$ cat config.mk
export PLATFORM = sky130hd
export DESIGN_NAME = pkt_framing_reader
export DESIGN_NICKNAME = d
export VERILOG_FILES = /design/src/rtl/pkt_framing_reader.sv
export SDC_FILE = /design/constraint.sdc
export NUM_CORES = 1
export LEC_CHECK = 0
export CAP_MARGIN = 20
export CORE_AREA = 3 3 129 131
export DETAILED_ROUTE_END_ITERATION = 8
export DIE_AREA = 0 0 132 134
export PLACE_DENSITY = 0.84
export SETUP_SLACK_MARGIN = 0.02
export SLEW_MARGIN = 10
export SYNTH_ARGS = -nofsm -noshare
export SYNTH_HDL_FRONTEND = slang
export SYNTH_SLANG_ARGS = --single-unit
export TNS_END_PERCENT = 5
$ cat constraint.sdc
create_clock -name clk -period 3.3 [get_ports clk]
set_input_delay 0.66 -clock clk [delete_from_list [all_inputs] [get_ports clk]]
set_output_delay 0.66 -clock clk [all_outputs]
set_load 0.03 [all_outputs]
$ cat src/rtl/pkt_framing_reader.sv
// Packet FIFO read-side consumer: SOP/EOP framing check, orphan drop,
// registered main+skid output stage and saturating statistics counters.
module pkt_framing_reader #(
    parameter int DATA_W  = 64,
    parameter int EMPTY_W = 3,
    parameter int CNT_W   = 16
) (
    input  logic               clk,
    input  logic               rst_n,
    input  logic [DATA_W-1:0]  in_data,
    input  logic               in_valid,
    input  logic               in_sop,
    input  logic               in_eop,
    input  logic [EMPTY_W-1:0] in_empty,
    input  logic               in_error,
    output logic               in_ready,
    output logic [DATA_W-1:0]  out_data,
    output logic               out_valid,
    output logic               out_sop,
    output logic               out_eop,
    output logic [EMPTY_W-1:0] out_empty,
    output logic               out_error,
    input  logic               out_ready,
    output logic [CNT_W-1:0]   pkt_cnt,
    output logic [CNT_W-1:0]   err_cnt,
    output logic [CNT_W-1:0]   drop_cnt
);

    typedef enum logic {
        IDLE,
        IN_PKT
    } state_t;

    typedef struct packed {
        logic [DATA_W-1:0]  data;
        logic               sop;
        logic               eop;
        logic [EMPTY_W-1:0] empty;
        logic               error;
    } beat_t;

    state_t state, state_nxt;
    beat_t  beat, main_q, skid_q;
    logic   main_v, skid_v;
    logic   accept, orphan, fwd, drain;

    assign accept = in_valid && in_ready;
    assign fwd    = accept && !orphan;
    assign drain  = main_v && out_ready;

    always_ff @(posedge clk or negedge rst_n) begin
        if (!rst_n) state <= IDLE;
        else        state <= state_nxt;
    end

    always_comb begin
        state_nxt  = state;
        orphan     = 1'b0;
        beat.data  = in_data;
        beat.sop   = in_sop;
        beat.eop   = in_eop;
        beat.empty = in_empty;
        beat.error = in_error;
        // empty is only meaningful on the last beat of a packet
        if (!in_eop && in_empty != '0) begin
            beat.error = 1'b1;
            beat.empty = '0;
        end
        unique case (state)
            IDLE: begin
                if (accept) begin
                    if (in_sop) state_nxt = in_eop ? IDLE : IN_PKT;
                    else        orphan    = 1'b1;
                end
            end
            IN_PKT: begin
                if (accept) begin
                    if (in_sop) beat.error = 1'b1;
                    state_nxt = in_eop ? IDLE : IN_PKT;
                end
            end
        endcase
    end

    // skid is only ever filled while main is stalled, so accept implies skid empty
    always_ff @(posedge clk or negedge rst_n) begin
        if (!rst_n) begin
            main_q <= '0;
            skid_q <= '0;
            main_v <= 1'b0;
            skid_v <= 1'b0;
        end else if (drain || !main_v) begin
            if (skid_v) begin
                main_q <= skid_q;
                main_v <= 1'b1;
                skid_v <= 1'b0;
            end else if (fwd) begin
                main_q <= beat;
                main_v <= 1'b1;
            end else begin
                main_v <= 1'b0;
            end
        end else if (fwd) begin
            skid_q <= beat;
            skid_v <= 1'b1;
        end
    end

    assign in_ready  = !skid_v;
    assign out_valid = main_v;
    assign out_data  = main_q.data;
    assign out_sop   = main_q.sop;
    assign out_eop   = main_q.eop;
    assign out_empty = main_q.empty;
    assign out_error = main_q.error;

    always_ff @(posedge clk or negedge rst_n) begin
        if (!rst_n) begin
            pkt_cnt  <= '0;
            err_cnt  <= '0;
            drop_cnt <= '0;
        end else begin
            if (drain && main_q.eop && pkt_cnt != '1)
                pkt_cnt <= pkt_cnt + 1'b1;
            if (drain && main_q.eop && main_q.error && err_cnt != '1)
                err_cnt <= err_cnt + 1'b1;
            if (accept && orphan && drop_cnt != '1)
                drop_cnt <= drop_cnt + 1'b1;
        end
    end

endmodule
==> reports/results.tsv <==
stage	metric	value	unit
grt	total track usage	0.214	
final_layout	Layout fillers	1124	
pwr	Leakage Power	4.77	nW
grt	largest net degree at the start of global routing	80	
synth	number of synthesized flops with an enable pin	0	
routing	final WL	18.2	mm
sta	setup ws final	0.649	ns
final_layout	final net count	963	
setup_path	Critical Path Source Type	flip-flop	
clock_network	Post-CTS Setup Inserts	0	
sta	Final Hold Vio Count	0	
synth	Post-Syn Area	0.00838	mm²
synth	ys flop type	dfrtp_1	
placed_design	worst slack at placement	0.547	ns
setup_path	CP Capture Type	output pin	
flow_run	Max Cap Viol	0	
synth	Seq/Total Area, Yosys	0.571	
clock_network	Root Driver	clkbuf_16	
synth	Area contributors post-synth	dfrtp_1 57%, mux2_1 9.4%, mux2i_1 8.0%	
pwr	Power per Cell Area	696	mW/mm²
clock_network	clock buffer depth	2	
clock_network	Worst-path clk slew	0.06	ns
routing	drt pass-1 iters	4	
floorplanning	std cell rows	46	
clock_network	clk_lat worst skew	0.42	ns
grt	first-pass GRT wire length	30.6	mm
sta	actual slew at the worst max-slew pin	0.837	ns
clock_network	Clock Sinks	191	
routing	drt wl/cell	16.4	µm
floorplanning	Die H	134	µm
clock_network	hold bufs inserted after CTS	0	
sta	setup tns final	0	ns
grt	vias in the first global route	6177	
sta	final setup fails	0	
final_layout	layout cells sized above 1	0.0645	
placed_design	Detail Placement HPWL	12.6	mm
placed_design	port buffer count	193	
final_layout	number of diodes	0	
run_status	status	finished clean	
synth	synthesized flop and latch total	191	
floorplanning	die area	0.0177	mm²
synth	Distinct cells, synth	45	
floorplanning	Die X-Extent	132	µm
sta	RSZ-0062 raised after global routing	no	
floorplanning	I/O Pins	194	
clock_network	cts repair resizes	0	
clock_network	H-tree levels	4	
routing	DR iter-0 viols	348	
routing	Final ANT Viol Nets	0	
worst_hold_path	min-delay worst type	in -> async	
placed_design	routability cong.	0.847	
synth	asr flop ratio synth	1.00	
setup_path	WS Path Type	reg -> out	
grt	initial antenna violation count	0	
final_layout	P&R area growth vs syn	32.5	%
floorplanning	CORE AREA	0.0157	mm²
sta	Slew HR	0.442	
grt	GRT overflow	0	
sta	Final Critical Period	2.65	ns
synth	Synth top area share	0.571	
synth	number of synthesis warnings	0	
routing	total number of vias	5953	
pwr	Peak VDD IR	571	µV
synth	Yosys top cell by area	dfrtp_1	
setup_path	crit path max fanout	29	
setup_path	Critical Path AT	1.99	ns
sta	Max Fclk	0.377	GHz
synth	Syn Inst Count	698	
setup_path	CP required	2.64	ns
synth	Synthesized Nets	775	
synth	Syn Area/Cell	12.0	µm²
clock_network	CTS tree	built	
sta	Final Max Tran Viols	0	
sta	fin crit share	0.803	
routing	drt via density	5.34	
sta	Clock Skew	0.00802	ns
clock_network	TritonCTS Buffers	17	
floorplanning	Initial Util	0.533	
routing	DRC	0	
where the power goes:
group / internal [mW] / switching, mW
sequential: 2.98 / 0.456
clock: 1.10 / 0.853
combinational: 1.05 / 1.29
total: 5.13 / 2.60
kinds of logic after synthesis:
kind of cell,after synthesis,synth area share
adders and majority gates,3,0.00448
AOI/OAI and AO/OA,86,0.0542
and+or+nand+nor,201,0.126
DFF,191,0.571
buffers and inverters,37,0.0248
xor gates and xnor gates,41,0.0429
muxes,139,0.177
final cells by class:
type,count,area (µm²),share of cell area
clock buffer,22,474,0.0427
clock inverter,10,86.3,0.00778
inverter,3,11.3,0.00101
multi-input combinational,470,3400,0.307
sequential,191,4780,0.431
tap,216,270,0.0243
timing repair buffer,203,2070,0.187
critical path, cell delays in order (launching register included):
cell,delay [ns]
dfrtp_4,0.69
inv_1,0.16
clkdlybuf4s50_1,0.72
placed cells by master (no fill, tap or decap), types with 6 or more instances in the layout:
cell type,count
o21ai_0,69
nand4_1,14
nor3_1,16
xnor2_1,12
mux2_1,70
nand3_1,20
mux2i_1,67
a21oi_1,6
clkdlybuf4s50_1,192
nor2_1,21
clkinv_2,6
nand2_1,88
xor2_1,29
dfrtp_1,190
clkbuf_16,17
synthesized netlist by cell type (2+ instances only):
| library cell | number |
|---|---|
| nor4b_4 | 2 |
| xnor2_1 | 12 |
| nor4_2 | 3 |
| nand4b_1 | 4 |
| nand3_1 | 20 |
| dfrtp_1 | 191 |
| buf_2 | 7 |
| xor2_1 | 29 |
| nand2_1 | 88 |
| and4_1 | 3 |
| mux2i_1 | 67 |
| o21ai_0 | 69 |
| mux2_2 | 2 |
| nand4_1 | 14 |
| and3_1 | 5 |
| nor3b_1 | 4 |
| clkbuf_1 | 18 |
| nand2b_1 | 3 |
| o21ai_1 | 5 |
| nor4_1 | 4 |
| buf_6 | 8 |
| or2_2 | 2 |
| ha_1 | 3 |
| nor2b_1 | 2 |
| a21oi_1 | 6 |
| a41oi_1 | 2 |
| inv_1 | 3 |
| mux2_1 | 70 |
| nor2_1 | 21 |
| nor3_1 | 16 |
registers in the layout, summed over array words and instances (netlist names), 3 cells and up:
signal,count
err_cnt,16
pkt_cnt,16
drop_cnt,16
out_data,64
skid_q,70
out_empty,3
path summary, 6_finish.rpt:
| path | start | to | slack, ns | cells past startpoint |
|---|---|---|---|---|
| setup / recovery | skid_v | in_ready | 0.65 | 2 |
| hold / removal | rst_n | out_data[52] | 0.28 | 1 |
| setup reg to reg | skid_v | skid_q[68] | 1.08 | 4 |
| hold reg to reg | out_sop | out_sop | 0.48 | 2 |
| max in group asynchronous | rst_n | out_data[9] | 2.13 | 2 |
| min in group clk | out_sop | out_sop | 0.48 | 2 |
per-stage QoR:
| step | std cells | area (µm²) | total power, mW | hold WS [ns] | util |
|---|---|---|---|---|---|
| 2_1_floorplan | 698 | 8380 | 4.73 | 0.364 | - |
| 3_3_place_gp | 1083 | 10500 | 5.73 | 0.462 | 0.671 |
| 3_5_place_dp | 1083 | 10500 | 5.83 | 0.469 | 0.671 |
| 4_1_cts | 1115 | 11100 | 7.81 | 0.284 | 0.707 |
| 5_1_grt | 1115 | 11100 | 8.13 | 0.294 | 0.707 |
| 6_report | 1115 | 11100 | 7.73 | 0.278 | 0.707 |
metal layers:
| layer | vias to the layer above | track usage | routed length [µm] |
|---|---|---|---|
| met5 | - | 0 | 0 |
| met4 | 0 | 0.0776 | 450 |
| met3 | 29 | 0.0581 | 1070 |
| met2 | 171 | 0.347 | 8580 |
| met1 | 2914 | 0.278 | 8130 |
| li1 | 2839 | - | - |
(Power assumes the default switching activity.)
